**config.mk**
```make
export PLATFORM = sky130hd
export DESIGN_NAME = percep_train_sched
export DESIGN_NICKNAME = d
export VERILOG_FILES = /design/src/rtl/percep_pkg.sv /design/src/rtl/percep_train_fifo.sv /design/src/rtl/percep_train_sched.sv
export SDC_FILE = /design/constraint.sdc
export NUM_CORES = 1
export LEC_CHECK = 0
export ABC_AREA = 1
export CORE_ASPECT_RATIO = 0.75
export CORE_MARGIN = 1
export CORE_UTILIZATION = 55
export CTS_BUF_LIST = sky130_fd_sc_hd__clkbuf_4 sky130_fd_sc_hd__clkbuf_8
export CTS_CLUSTER_DIAMETER = 80
export DETAILED_ROUTE_END_ITERATION = 8
export PLACE_DENSITY = 0.83
export SETUP_SLACK_MARGIN = 0.5
export SLEW_MARGIN = 0
export SYNTH_ARGS = -nofsm -noshare
export SYNTH_HDL_FRONTEND = slang
export SYNTH_SLANG_ARGS = --single-unit
```
**constraint.sdc**
```tcl
create_clock -name clk -period 5.4 [get_ports clk]
set_clock_uncertainty 0.15 [all_clocks]
set_input_delay 1.08 -clock clk [delete_from_list [all_inputs] [get_ports clk]]
set_output_delay 1.08 -clock clk [all_outputs]
set_load 0.1 [all_outputs]
```
**src/rtl/percep_pkg.sv**
```systemverilog
// Shared types for the perceptron branch-predictor training path.
// Latency: n/a (types only).
// Backpressure: n/a (types only).
//
// Contents:
//   PERCEP_HIST    - default GHR snapshot width used by the predictor.
//   train_entry_t  - one resolved branch: {pc, taken, ghr}.
//   tsched_state_e - training scheduler FSM states.
package percep_pkg;

    localparam int PERCEP_HIST = 28;

    typedef struct packed {
        logic [31:0]            pc;
        logic                   taken;
        logic [PERCEP_HIST-1:0] ghr;
    } train_entry_t;

    typedef enum logic [1:0] {
        IDLE  = 2'd0,
        ISSUE = 2'd1,
        GAP   = 2'd2
    } tsched_state_e;

endpackage

```
**src/rtl/percep_train_fifo.sv**
```systemverilog
// Synchronous FIFO of a packed entry type; the head is visible combinationally on pop_data.
// Latency: a pushed entry is poppable the cycle after the push.
// Backpressure: a push is accepted when not full, or when full and popping in the same cycle.
//
// Ports:
//   clk, rst             - clock, asynchronous active-high reset (pointers/occupancy only)
//   push, push_data      - write request and data at the tail
//   pop, pop_data        - consume request and current head entry
//   full, empty, count   - occupancy status; count is $clog2(DEPTH)+1 bits
module percep_train_fifo
    import percep_pkg::*;
#(
    parameter int  DEPTH = 4,
    parameter type T     = train_entry_t
) (
    input  logic                   clk,
    input  logic                   rst,
    input  logic                   push,
    input  T                       push_data,
    input  logic                   pop,
    output T                       pop_data,
    output logic                   full,
    output logic                   empty,
    output logic [$clog2(DEPTH):0] count
);

    localparam int AW = $clog2(DEPTH);
    localparam int CW = AW + 1;

    T              mem [DEPTH];
    logic [AW-1:0] wr_ptr;
    logic [AW-1:0] rd_ptr;
    logic [CW-1:0] occ;
    logic          do_push;
    logic          do_pop;

    assign empty = (occ == '0);
    assign full  = (occ == CW'(DEPTH));
    assign count = occ;

    assign do_pop  = pop && !empty;
    // When full, the slot being written is the one being read this cycle;
    // the read sees the old contents because the write lands at the edge.
    assign do_push = push && (!full || do_pop);

    assign pop_data = mem[rd_ptr];

    always_ff @(posedge clk or posedge rst) begin
        if (rst) begin
            wr_ptr <= '0;
            rd_ptr <= '0;
            occ    <= '0;
        end else begin
            if (do_push) begin
                wr_ptr <= wr_ptr + AW'(1);
            end
            if (do_pop) begin
                rd_ptr <= rd_ptr + AW'(1);
            end
            occ <= occ + CW'(do_push) - CW'(do_pop);
        end
    end

    // Storage carries no reset: occupancy alone decides what is valid.
    always_ff @(posedge clk) begin
        if (do_push) begin
            mem[wr_ptr] <= push_data;
        end
    end

endmodule

```
**src/rtl/percep_train_sched.sv**
```systemverilog
// Buffers resolved branches and issues them one at a time to the perceptron train port.
// Latency: ex_branch in cycle N (empty FIFO, IDLE) presents train_valid in cycle N+1.
// Backpressure: train_ready stalls the presented request; the pipeline is never stalled, overflow drops and counts.
//
// Ports:
//   clk, rst                          - clock, asynchronous active-high reset
//   ex_branch, ex_pc, ex_taken, ex_ghr - branch resolution from EX
//   gap_cfg                           - idle cycles forced after each accepted train (0..3)
//   hold                              - suspends new issue; queued entries retained
//   train_valid/pc/taken/ghr, train_ready - registered request to the perceptron
//   busy                              - queue non-empty or FSM not idle (registered)
//   train_cnt                         - accepted trains, wraps
//   drop_cnt                          - dropped resolutions, saturates
module percep_train_sched
    import percep_pkg::*;
#(
    parameter int DEPTH = 4,
    parameter int HIST  = 28,
    parameter int CNT_W = 16
) (
    input  logic             clk,
    input  logic             rst,
    input  logic             ex_branch,
    input  logic [31:0]      ex_pc,
    input  logic             ex_taken,
    input  logic [HIST-1:0]  ex_ghr,
    input  logic [1:0]       gap_cfg,
    input  logic             hold,
    output logic             train_valid,
    output logic [31:0]      train_pc,
    output logic             train_taken,
    output logic [HIST-1:0]  train_ghr,
    input  logic             train_ready,
    output logic             busy,
    output logic [CNT_W-1:0] train_cnt,
    output logic [CNT_W-1:0] drop_cnt
);

    localparam int CW = $clog2(DEPTH) + 1;

    // Same layout as train_entry_t, but sized by this instance's HIST.
    typedef struct packed {
        logic [31:0]     pc;
        logic            taken;
        logic [HIST-1:0] ghr;
    } entry_t;

    entry_t        ex_entry;
    entry_t        head;
    entry_t        out_entry;
    logic          fifo_full;
    logic          fifo_empty;
    logic [CW-1:0] fifo_count;
    logic [CW-1:0] count_nxt;

    tsched_state_e state;
    tsched_state_e state_nxt;
    logic [1:0]    gap_cnt;
    logic [1:0]    gap_cnt_nxt;

    logic          handshake;
    logic          issue_slot;
    logic          pop;
    logic          bypass;
    logic          load_out;
    logic          push;
    logic          drop;

    assign ex_entry  = {ex_pc, ex_taken, ex_ghr};
    assign handshake = train_valid && train_ready;

    percep_train_fifo #(
        .DEPTH (DEPTH),
        .T     (entry_t)
    ) u_fifo (
        .clk       (clk),
        .rst       (rst),
        .push      (push),
        .push_data (ex_entry),
        .pop       (pop),
        .pop_data  (head),
        .full      (fifo_full),
        .empty     (fifo_empty),
        .count     (fifo_count)
    );

    // issue_slot marks a cycle in which the IDLE issue rules apply: IDLE itself,
    // a gap-0 handshake, or the last GAP cycle. Letting the final GAP cycle issue
    // makes the handshake spacing exactly gap_cfg+1 cycles.
    always_comb begin
        state_nxt   = state;
        gap_cnt_nxt = gap_cnt;
        issue_slot  = 1'b0;

        case (state)
            IDLE: begin
                issue_slot = 1'b1;
            end
            ISSUE: begin
                // hold is ignored here: a presented request is never withdrawn.
                if (handshake) begin
                    if (gap_cfg != 2'd0) begin
                        state_nxt   = GAP;
                        gap_cnt_nxt = gap_cfg - 2'd1;
                    end else begin
                        state_nxt  = IDLE;
                        issue_slot = 1'b1;
                    end
                end
            end
            GAP: begin
                if (gap_cnt == 2'd0) begin
                    state_nxt  = IDLE;
                    issue_slot = 1'b1;
                end else begin
                    gap_cnt_nxt = gap_cnt - 2'd1;
                end
            end
            default: begin
                state_nxt = IDLE;
            end
        endcase

        // With an empty queue the incoming branch goes straight to the output
        // register, giving single-cycle latency without a combinational path.
        pop      = issue_slot && !hold && !fifo_empty;
        bypass   = issue_slot && !hold && fifo_empty && ex_branch;
        load_out = pop || bypass;
        if (load_out) begin
            state_nxt = ISSUE;
        end

        push = ex_branch && !bypass && (!fifo_full || pop);
        drop = ex_branch && !bypass && !push;

        out_entry = pop ? head : ex_entry;
        count_nxt = fifo_count + CW'(push) - CW'(pop);
    end

    always_ff @(posedge clk or posedge rst) begin
        if (rst) begin
            state       <= IDLE;
            gap_cnt     <= 2'd0;
            train_valid <= 1'b0;
            train_pc    <= '0;
            train_taken <= 1'b0;
            train_ghr   <= '0;
            busy        <= 1'b0;
            train_cnt   <= '0;
            drop_cnt    <= '0;
        end else begin
            state   <= state_nxt;
            gap_cnt <= gap_cnt_nxt;

            if (load_out) begin
                train_valid <= 1'b1;
                train_pc    <= out_entry.pc;
                train_taken <= out_entry.taken;
                train_ghr   <= out_entry.ghr;
            end else if (handshake) begin
                train_valid <= 1'b0;
            end

            if (handshake) begin
                train_cnt <= train_cnt + CNT_W'(1);
            end

            if (drop && (drop_cnt != '1)) begin
                drop_cnt <= drop_cnt + CNT_W'(1);
            end

            busy <= (count_nxt != '0) || (state_nxt != IDLE);
        end
    end

endmodule

```
==> results of run 1 <==
-- final timing paths --
check                                         end         from  cells after the start
worst max-delay path            u_fifo.mem[2][59]  train_ready                     10
worst min-delay path                  train_pc[0]  train_pc[0]                      2
worst max register to register  u_fifo.mem[2][59]     state[1]                      8
worst min register to register        train_pc[0]  train_pc[0]                      2
max in group asynchronous           train_ghr[12]          rst                      3
min in group asynchronous             train_valid          rst                      2
-- metrics by stage --
stage | worst slack (ns) | power [W] | cell area (µm²) | hold WS, ns | util, %
after floorplan | 0.337 | 0.00768 | 15100 | 0.316 | -
after global placement | 1.26 | 0.00879 | 17000 | 0.315 | 62.9
after global routing | 1.49 | 0.0117 | 18100 | 0.354 | 67.1
after CTS | 1.67 | 0.0112 | 18100 | 0.333 | 67.1
final | 1.65 | 0.0111 | 18100 | 0.329 | 67.1
after detailed placement | 1.09 | 0.00891 | 17000 | 0.315 | 62.9
-- cell usage after synthesis, types with 2 or more instances --
cell type,count,area [µm²]
nor3_1,7,35.0
nor2_1,215,807
nor3_2,2,20.0
dfrtp_1,106,2650
nor2_4,3,33.8
nand3_1,79,395
ha_1,10,125
xor2_1,14,123
inv_1,166,623
o21ai_0,150,751
fa_1,2,40.0
clkbuf_1,17,63.8
buf_4,14,105
inv_2,3,11.3
xnor2_1,12,105
edfxtp_1,244,7330
nand2_4,2,22.5
buf_2,35,175
nand4_1,6,37.5
nand2_1,352,1320
o21ai_1,42,210
-- metal layers --
layer | part of all wire, % | wire, µm | up-vias
met1 | 45 | 14900 | 5035
li1 | - | - | 5183
met2 | 48 | 15800 | 343
met4 | 1.5 | 507 | 0
met5 | 0 | 0 | -
met3 | 6.2 | 2070 | 47
-- sequential cells by signal, indices dropped and copies added, names as in the netlist, 3 cells and up --
register and count:
train_ghr 28, drop_cnt 16, train_cnt 16, u_fifo.mem 244
u_fifo.count 3, train_pc 32
-- cells by family after synthesis --
kind of cell	Yosys count	synth area share, %
xor+xnor	26	1.51
flops	350	66.3
compound gates	194	6.46
fa+ha+maj	12	1.10
buf+inv	236	6.54
simple gates	671	18.1
-- area by class of cell --
class | count | share of cell area [%]
Timing Repair Buffer | 176 | 9.77
Clock buffer | 73 | 4.94
Sequential cell | 350 | 55.3
Tap cell | 351 | 2.43
Multi-Input combinational cell | 903 | 22.8
Inverter | 170 | 3.57
Clock inverter | 25 | 1.21
-- report_power, final --
part,internal (W),total [W],switching [W]
Clock,0.00126,0.00226,0.000996
Sequential,0.00359,0.00392,0.000327
Combinational,0.00120,0.00497,0.00378
-- critical path, delay by kind of cell --
kind / cells / cell delay [ns]
buffers and inverters: 3 / 1.00
AND/OR/NAND/NOR: 7 / 1.73
==> flow_metrics.py, run 1 <==
metrics = {
    "global_route": {
        "grt_first_pass_wirelength_mm": 53.7,
        "first_global_vias": 10470,
        "met2_usage_pct": 38.6,
        "antenna_found_initial": 0,
        "top_usage_layer": "met2",
        "grt_max_degree": 90,
        "grt_use_met1_pct": 34.6,
        "grt_use_total_pct": 24.3,
        "grt_overflow_total": 0,
        "use_met3_pct": 4.04,
    },
    "floorplan": {
        "core_um2": 26900,
        "die_x_um": 193,
        "die_h_um": 145,
        "dieArea_um2": 28000,
        "rows": 52,
        "initial_core_util_pct": 55.9,
        "ios": 163,
    },
    "setup_path": {
        "cp-end-kind": "flop",
        "max_stage_delay_ns": 0.76,
        "cp_slowest_cell": "nor2_4",
        "path_cells": "clkdlybuf4s50_1 > nand2_4 > inv_2 > nand3_1 > nand2_2 > nand2_4 > nand2_1 > nand3_1 > nor2_4 > buf_4",
        "path_max_fanout": 22,
        "cp_data_required_time_ns": 5.50,
        "crit_type": "in2reg",
        "critPathArrivalTime_ns": 3.85,
        "r2r_slack_ns": 2.25,
        "start_kind": "primary input",
    },
    "synth": {
        "synth_edf_count": 244,
        "synth_nets": 1569,
        "ys_types": 29,
        "syn_inst": 1489,
        "ys_warn_count": 0,
        "synth-seq-cells": 350,
        "ys.flop_type": "edfxtp_1",
        "seq_area_frac_synth_pct": 66.3,
        "async_flop_share_pct": 30.3,
        "avgSynthCellArea_um2": 10.1,
        "synthesis.area_um2": 15100,
    },
    "final_layout": {
        "nFillCells": 1941,
        "n_antenna_cell": 0,
        "seq_area_um2": 9980,
        "areaGrowthSynthToFinish_pct": 20.0,
        "finalNetCount": 1733,
        "multi_input_area_um2": 4120,
        "mostFrequentLayoutCell": "nand2_1",
        "drive_gt1_share_pct": 7.25,
        "final_cell_mix": "nand2_1 (352), edfxtp_1 (244), nor2_1 (211)",
        "fin_cells": 2048,
    },
    "outcome": {
        "outcome": "complete, but fails checks",
        "violations": "DRC",
    },
    "pwr": {
        "p_leak_nw": 7.60,
        "powerDensity_nw_per_um2": 617,
        "peakVddDrop_mv": 0.507,
    },
    "min_path": {
        "hp-class": "reg2reg",
    },
    "clock_network": {
        "cts_setup_buffers": 0,
        "clock_sinks": 350,
        "cts_tree": "built",
        "cts_hold_buffers": 0,
        "clkLatencyLatePin_ns": 0.58,
        "cts-root-buf": "clkbuf_8",
        "cts_buffer_depth": 3,
        "cts.clk_slew.worst_paths_ns": 0.06,
        "htreeDepth": 2,
        "numCtsBuffers": 52,
        "ctsResizeCount": 0,
    },
    "placed_design": {
        "place_inst": 1950,
        "io_buffers": 162,
        "routabilityCongestion": 0.851,
        "dp.final_hpwl_mm": 20.0,
    },
    "route": {
        "first_iter_violations": 976,
        "dr.pass1.iters": 9,
        "drtAntennaViolNets": 0,
        "finalWirelength_mm": 33.2,
        "drt-vias-per-instance": 5.18,
        "wl_per_cell_um": 16.2,
        "drc_errors": 8,
        "vias": 10608,
    },
    "sta": {
        "layout_min_cycle_time_ns": 3.75,
        "min_period_over_period_pct": 69.4,
        "max_freq_ghz": 0.267,
        "worst_pin_slew_ns": 1.17,
        "finalSetupTns_ns": 0,
        "rsz0062_at_grt": "false",
        "setup_viol": 0,
        "hold_viol": 0,
        "slew_headroom_pct": 21.8,
        "slew_viol_final": 0,
    },
    "flow_run": {
        "maxCapViolations": 0,
    },
}
No activity file was read; power rests on OpenSTA's default activity.
==> run 2, diff against run 1 <==
clock period = 3.55 ns   (was 5.4 ns; I/O delays follow)
==> run 2 against run 1 <==
Net effect:
- the run still ends with DRC left
- critical path depth down 9
- register-to-register slack lost 1.4 ns
- wire length fell by 5.7%
- hold slack worse by 0.0011 ns
- total power increased by 48%
- clock power increased by 38%
- die area stayed put
- sequential power grew 51%
- largest cell class unchanged
- largest power group unchanged
- highest routed layer is now met5
==> flow_metrics.py, run 2 (synthesized netlist as in run 1, its figures left out) <==
metrics = {
    "outcome": {
        "outcome": "complete, but fails checks",
        "violations": "DRC",
    },
    "sta": {
        "slew_viol_final": 0,
        "rsz0062_at_grt": "false",
        "max_freq_ghz": 0.343,
        "worst_pin_slew_ns": 0.971,
        "finalSetupTns_ns": 0,
        "setup_viol": 0,
        "slew_headroom_pct": 35.0,
        "min_period_over_period_pct": 82.0,
        "layout_min_cycle_time_ns": 2.91,
        "hold_viol": 0,
    },
    "floorplan": {
        "ios": 163,
        "die_h_um": 145,
        "dieArea_um2": 28000,
        "die_x_um": 193,
        "core_um2": 26900,
        "initial_core_util_pct": 55.9,
        "rows": 52,
    },
    "global_route": {
        "grt_max_degree": 107,
        "grt_overflow_total": 0,
        "grt_use_total_pct": 22.9,
        "antenna_found_initial": 1,
        "first_global_vias": 10027,
        "grt_first_pass_wirelength_mm": 50.6,
    },
    "flow_run": {
        "maxCapViolations": 0,
    },
    "clock_network": {
        "cts_tree": "built",
        "htreeDepth": 2,
        "numCtsBuffers": 52,
        "clkLatencyLatePin_ns": 0.57,
        "cts-root-buf": "clkbuf_8",
        "clock_sinks": 350,
        "ctsResizeCount": 0,
        "cts_hold_buffers": 0,
        "cts.clk_slew.worst_paths_ns": 0.06,
        "cts_buffer_depth": 3,
        "cts_setup_buffers": 0,
    },
    "final_layout": {
        "final_cell_mix": "nand2_1 (352), edfxtp_1 (244), nor2_1 (211)",
        "finalNetCount": 1738,
        "top_regs": "u_fifo.mem (244), train_pc (32), train_ghr (28)",
        "largest_reg_flops": 244,
        "drive_gt1_share_pct": 12.1,
        "mostFrequentLayoutCell": "nand2_1",
        "areaGrowthSynthToFinish_pct": 18.7,
        "n_antenna_cell": 0,
        "largest-register": "u_fifo.mem",
    },
    "setup_path": {
        "cp-end-kind": "output port",
        "crit_cells": 1,
        "r2r_start": "train_valid",
        "crit_start": "train_pc[4]",
        "max_stage_delay_ns": 1.13,
        "r2r-end": "busy",
        "crit_type": "reg2out",
        "critPathArrivalTime_ns": 2.05,
        "cp_data_required_time_ns": 2.69,
        "crit_buf_inv": 1,
        "cp_slowest_cell": "clkdlybuf4s50_1",
        "endpoint": "train_pc[4]",
        "start_kind": "flop",
        "worst-r2r-cell-count": 14,
        "path_delay_family": "buffers and inverters",
        "path_cells": "clkdlybuf4s50_1",
        "r2r_slack_ns": 0.88,
        "path_max_fanout": 2,
    },
    "route": {
        "wl_met3_mm": 1.69,
        "dr_wl_met2_mm": 14.9,
        "first_iter_violations": 829,
        "wl_met1_mm": 14.2,
        "drtAntennaViolNets": 0,
        "wl_per_cell_um": 15.3,
        "drc_errors": 17,
        "drt-vias-per-instance": 5.12,
        "dr.pass1.iters": 7,
        "finalWirelength_mm": 31.3,
        "vias": 10512,
        "highest_layer": "met5",
    },
    "pwr": {
        "peakVddDrop_mv": 0.780,
        "finalPower_w": 0.0165,
        "powerDensity_nw_per_um2": 925,
        "p_leak_nw": 7.70,
    },
    "placed_design": {
        "io_buffers": 162,
        "routabilityCongestion": 0.824,
        "dp.final_hpwl_mm": 18.2,
    },
    "min_path": {
        "hp-class": "reg2reg",
    },
}
## run 2: cell type report
type	instances	area [µm²]
Clock buffer	70	857
Clock inverter	27	154
Fill cell	2080	9070
Inverter	170	647
Multi-Input combinational cell	903	4140
Sequential cell	350	9980
Tap cell	351	439
Timing Repair Buffer	181	1650
## run 2: where the power goes
part	switching, W	internal [W]
Sequential	0.000435	0.00546
Combinational	0.00575	0.00176
Clock	0.00148	0.00165
## run 2: layer usage
metal | track usage [%] | vias to the layer above
met5 | 0 | -
met2 | 36.1 | 276
met1 | 32.9 | 5002
met3 | 3.85 | 41
met4 | 6.56 | 2
li1 | - | 5191
## run 2: through the flow
step / cell area, µm² / utilization, % / std cells / setup WS (ns) / hold slack [ns]
2_1_floorplan: 15100 / - / 1489 / 0.517 / 0.316
3_3_place_gp: 16900 / 62.6 / 1955 / 0.155 / 0.314
3_5_place_dp: 16900 / 62.6 / 1955 / 0.0758 / 0.315
4_1_cts: 17900 / 66.3 / 2052 / 0.592 / 0.333
5_1_grt: 17900 / 66.3 / 2052 / 0.504 / 0.352
6_report: 17900 / 66.3 / 2052 / 0.637 / 0.328
## run 2: worst min path at each step
stage               slack (ns)              from          endpoint  depth (start not counted)
global route              0.35     train_ghr[16]     train_ghr[16]                          2
global placement          0.31       train_pc[5]       train_pc[5]                          2
finish                    0.33      train_pc[14]      train_pc[14]                          2
floorplan                 0.32  u_fifo.rd_ptr[1]  u_fifo.rd_ptr[1]                          2
CTS                       0.33      train_pc[14]      train_pc[14]                          2
detailed placement        0.32      train_pc[10]      train_pc[10]                          2
==> run 3, diff against run 2 <==
CORE_UTILIZATION = 53   (was 55)
PLACE_DENSITY = 0.84   (was 0.83)
clock period = 2.55 ns   (was 3.55 ns; I/O delays follow)
==> run 3 against run 2 <==
Net effect:
- count of clock-buffer cells in the layout grew 14
- clock power is 53% higher
- largest cell class unchanged
- via count up 9.1%
- sequential power increased by 41%
- final cell count grew 6.0%
- the run now ends clean
- non-clock buffer count is 85 higher
- highest routed layer is now met4
- register-to-register slack got worse by 0.82 ns
- final area grew 10%
- global-route usage increased by 2.2 points
==> flow_metrics.py, run 3 (synthesized netlist as in run 1, its figures left out) <==
metrics = {
    "outcome": {
        "outcome": "complete, no violations",
    },
    "final_layout": {
        "drive_gt1_share_pct": 20.1,
        "mostFrequentLayoutCell": "nand2_1",
        "multi_input_area_um2": 4300,
        "final_cell_mix": "nand2_1 (347), edfxtp_1 (244), nor2_1 (208)",
        "finalNetCount": 1825,
        "top_regs": "u_fifo.mem (244), train_pc (32), train_ghr (28)",
        "final_core_util_pct": 70.5,
        "seq_area_um2": 10000,
        "fin_area_um2": 19700,
        "largest-register": "u_fifo.mem",
        "largest_reg_flops": 244,
        "areaGrowthSynthToFinish_pct": 31.0,
        "nFillCells": 1902,
    },
    "route": {
        "dr.pass1.iters": 7,
        "first_iter_violations": 1027,
        "drtAntennaViolNets": 0,
        "drt-vias-per-instance": 5.27,
        "wl_per_cell_um": 18.1,
        "vias": 11465,
        "finalWirelength_mm": 39.3,
        "drc_errors": 0,
    },
    "floorplan": {
        "ios": 163,
        "die_h_um": 148,
        "die_x_um": 197,
        "rows": 53,
        "dieArea_um2": 29100,
        "initial_core_util_pct": 53.8,
        "core_um2": 28000,
    },
    "global_route": {
        "grt_first_pass_wirelength_mm": 56.5,
        "grt_use_total_pct": 25.1,
        "grt_overflow_total": 0,
        "first_global_vias": 10684,
        "grt_max_degree": 78,
        "antenna_found_initial": 2,
    },
    "pwr": {
        "peakVddDrop_mv": 1.25,
        "p_leak_nw": 8.48,
        "powerDensity_nw_per_um2": 1310,
    },
    "setup_path": {
        "path_max_fanout": 3,
        "max_stage_delay_ns": 0.47,
        "critPathArrivalTime_ns": 2.81,
        "crit_type": "in2reg",
        "r2r_start": "state[1]",
        "cp_data_required_time_ns": 2.86,
        "cp_slowest_cell": "clkdlybuf4s50_1",
        "path_cells": "clkdlybuf4s50_1 > nor2_2 > nand3_2 > nand2_4 > nand2_8 > buf_6 > nand2_4 > nand3_4 > inv_2 > ha_4 > fa_1 > nor2_1 > nand2_1 > nor3_2 > nand3_1",
        "crit_start": "gap_cfg[0]",
        "path_common_cell": "nand2_4",
        "start_kind": "primary input",
        "cp-end-kind": "flop",
    },
    "clock_network": {
        "cts_tree": "built",
        "cts_buffer_depth": 3,
        "htreeDepth": 2,
        "cts.clk_slew.worst_paths_ns": 0.06,
        "cts_hold_buffers": 0,
        "clock_sinks": 350,
        "clkLatencyLatePin_ns": 0.59,
        "cts-root-buf": "clkbuf_8",
        "numCtsBuffers": 54,
    },
    "placed_design": {
        "io_buffers": 162,
        "placed_area_um2": 17400,
        "dp.final_hpwl_mm": 20.6,
        "routabilityCongestion": 0.891,
    },
    "flow_run": {
        "maxCapViolations": 0,
    },
    "sta": {
        "setup_viol": 0,
        "slew_viol_final": 0,
        "layout_min_cycle_time_ns": 2.49,
        "rsz0062_at_grt": "true",
        "worst_pin_slew_ns": 0.619,
        "slew_headroom_pct": 58.8,
        "max_freq_ghz": 0.401,
        "min_period_over_period_pct": 97.8,
        "finalSetupTns_ns": 0,
        "hold_viol": 0,
        "fin_hold_ws_ns": 0.0813,
    },
    "min_path": {
        "hp-class": "in2async",
    },
}
run 3: worst paths after layout:
path | slack (ns) | depth (start not counted) | to
worst max register to register | 0.06 | 14 | busy
max in group asynchronous | 1.50 | 3 | drop_cnt[0]
worst min-delay path | 0.08 | 2 | train_cnt[14]
min in group clk | 0.33 | 2 | train_ghr[24]
worst min register to register | 0.33 | 2 | train_ghr[24]
worst max-delay path | 0.06 | 15 | busy
run 3: what timing repair did:
| action | CTS | global route |
|---|---|---|
| buffers inserted | 15 | 9 |
| setup endpoints to repair | 314 | 316 |
| pin swaps | 13 | 12 |
| gates resized for setup | 28 | 43 |
| cloned | 12 | 16 |
run 3: worst max-delay path: cells and delay by family:
family | cells | cell delay (ns)
buf+inv | 3 | 0.69
fa+ha+maj | 2 | 0.53
simple gates | 10 | 1.07
run 3: stage by stage:
stage / total power (W) / worst slack (ns) / instances
final: 0.0258 / 0.0569 / 2176
after global routing: 0.0271 / -0.0959 / 2176
after CTS: 0.0250 / 0.0645 / 2149
after detailed placement: 0.0194 / -0.612 / 2022
after global placement: 0.0191 / -0.523 / 2022
after floorplan: 0.0164 / -0.420 / 1489
run 3: area by class of cell:
cell class,instances,area share (%)
diodes,2,0.0254
clock buffers,84,5.13
flip-flops and latches,350,50.8
clock inverters,16,0.488
inverters,170,3.37
multi-input cells,903,21.8
well taps,385,2.44
repair buffers,266,16.0
run 3: power by group:
part	total [W]	switching [W]	internal, W
Combinational	0.0127	0.00882	0.00388
Clock	0.00480	0.00218	0.00262
Sequential	0.00832	0.000714	0.00761
Total	0.0258	0.0117	0.0141
run 3: per-layer routing:
layer / vias to the layer above / global-route usage [%] / share of wire [%]
li1: 5398 / - / -
met1: 5506 / 34.3 / 41
met2: 475 / 40.5 / 48
met3: 86 / 4.40 / 7.4
met4: 0 / 9.42 / 3.2
met5: - / 0 / 0
==> edit: new RTL, flow settings as in run 3 <==
`HIST`: 28 -> 56.
--- a/src/rtl/percep_train_sched.sv
+++ b/src/rtl/percep_train_sched.sv
@@ -15,7 +15,7 @@
     import percep_pkg::*;
 #(
     parameter int DEPTH = 4,
-    parameter int HIST  = 28,
+    parameter int HIST  = 56,
     parameter int CNT_W = 16
 ) (
     input  logic             clk,
Interface: changed (resized ex_ghr and train_ghr); port bits go from 163 to 219. The function was not compared with the original's and may differ.
==> edit against run 3 <==
  * The flow now finishes with violations (negative setup slack)
  * Sequential cell count increased by 140
  * Setup slack got worse by 250 ps
  * Area after synthesis increased by 37%
  * Routed wire length increased by 69%
  * Fmax decreased by 9.2%
  * First-iteration DRC count increased by 110%
  * Cell area increased by 43%
  * Power increased by 51%
  * Critical path type is now flop to flop
  * Critical endpoint unchanged
  * Largest power group unchanged
==> edit: results (changes against run 3) <==
Run status
  – Status: finished with violations
  – Failing checks: negative setup slack

Finish
  – Biggest regs: u_fifo.mem x356, train_ghr x56, train_pc x32
  – Fill cells: 2,264 (+19%)
  – # nets final: 2,519 (+38%)
  – Share of cells above drive strength 1: 21.7% (+1.7 points)

Power and ir drop
  – Sw Ratio: 46.3% (+0.92 points)
  – Worst VDD drop: 1.19 mV (-4.7%)
  – P_leak: 12.1 nW (+43%)

Worst setup path
  – Crit. Startpoint: u_fifo.count[1]$_DFF_PP0_
  – Slowest cell delay on critical path: 440 ps (-30 ps)
  – WP data arrival: 3100 ps (+290 ps)
  – CP max FO: 2 (-1)
  – Worst Reg-to-Reg Cells: 12 (-2)
  – Crit Reg-Reg Startpoint: u_fifo.count[1]$_DFF_PP0_
  – Critical Path Slowest Stage Cell: fa_1

Route
  – Met3 WL: 6.89 mm (+140%)
  – Drt via density: 5.69 (+8.1%)
  – Met2 Wirelength: 32.3 mm (+70%)
  – DRT Pass-1 Iters: 6 (-1)
  – WL met1: 23.8 mm (+47%)
  – Vias: 17,000 (+48%)
  – Post-Route WL: 66.3 mm (+69%)

Global routing
  – First-pass GRT wire length: 91.5 mm (+62%)
  – Total GRT Usage: 30.1% (+5.0 points)
  – Met1 usage: 38.3% (+3.9 points)
  – Largest net degree at the start of global routing: 179 (+130%)
  – Vias in the first global route: 16,200 (+51%)
  – Met2 Resource Use GR: 50.2% (+9.7 points)
  – Antenna violations before repair: 3 (+1)
  – Met3 usage: 6.33% (+1.9 points)

STA
  – Setup TNS: -335 ps (-335 ps)
  – Final setup fails: 3 (+3)
  – Min Hold Slack: 322 ps (+241 ps)
  – Least-Margin Pin Slew: 834 ps (+216 ps)
  – Setup ws final: -195 ps (-252 ps)

Placed design
  – Final RePlAce weighted congestion: 0.862 (-3.3%)
  – DPL Wire Length: 29.3 mm (+42%)
  – Placed cells: 2,723 (+35%)
  – IO Port Bufs: 218 (+35%)

Yosys
  – Sequential fraction of the synthesis area: 67.9% (+1.6 points)
  – Mapped Cells: 2,025 (+36%)
  – Synth cell count leaders: nand2_1, edfxtp_1, nor2_1
  – Yosys cell types: 25 (-14%)
  – EDFF count, synth: 356 (+46%)
  – Top area cells in the synthesized netlist: edfxtp_1, dfrtp_1, nand2_1
  – Share of async-settable or async-resettable flops after synthesis: 27.3% (-2.9 points)
  – Synth Net Count: 2,133 (+36%)

CTS
  – Number of CTS-inserted buffers: 76 (+41%)
  – Root Buffer: clkbuf_8
  – Clock transition at path regs: 80 ps (+20 ps)
  – Clk Latency, worst-skew pair: 650 ps (+60 ps)
  – Max H-tree Level: 3 (+1)

Worst hold path
  – Hold Path Class: flop to flop
==> edit: cell count changes after synthesis, sizes merged, moves of 22 or more <==
cell / run 3 / this run
o21ai: 192 / 272
nor2: 220 / 305
inv: 170 / 221
clkbuf: 17 / 39
edfxtp: 244 / 356
nand3: 80 / 107
nand2: 355 / 470
dfrtp: 106 / 134
==> edit: cell type report <==
type	count	area share (%)
multi-input cells	1215	20.2
well taps	512	2.27
clock inverters	20	0.421
diodes	2	0.0177
clock buffers	118	5.13
repair buffers	407	19.1
inverters	221	3.03
flip-flops and latches	490	49.8
==> edit: power groups by stage <==
stage / Sequential [mW] / Combinational (mW) / Clock, mW
final: 11.8 / 20.1 / 6.95
after global routing: 12.0 / 21.1 / 7.31
after CTS: 11.7 / 18.2 / 6.87
after detailed placement: 11.9 / 15.8 / 0
after global placement: 11.8 / 15.4 / 0
after floorplan: 17.2 / 5.99 / 0
==> edit: through the flow <==
| stage | utilization, % | instance area, µm² |
|---|---|---|
| 6_report | 73.7 | 28200 |
| 5_1_grt | 73.7 | 28200 |
| 4_1_cts | 71.1 | 27300 |
| 3_5_place_dp | 62.4 | 23900 |
| 3_3_place_gp | 62.4 | 23900 |
| 2_1_floorplan | - | 20900 |
==> edit: cells by family (layout without fill, tap and decap cells) <==
family	after synthesis	after routing	synth area share [%]
AO/OA/AOI/OAI	278	278	6.80
XOR/XNOR	29	29	1.23
adder cells (fa/ha/maj)	12	12	0.799
buffers and inverters	320	766	6.18
flip-flops	490	490	67.9
other	0	2	0
AND/OR/NAND/NOR	896	896	17.1
==> edit: timing repair <==
action                                 4_1_cts  5_1_grt
cloned                                      35       22
setup endpoints to repair                  472      498
hold buffers                                 1        0
gates resized for setup                     71       85
buffers inserted                            44       20
endpoints found under the hold margin        2        0
pin swaps                                   13       20
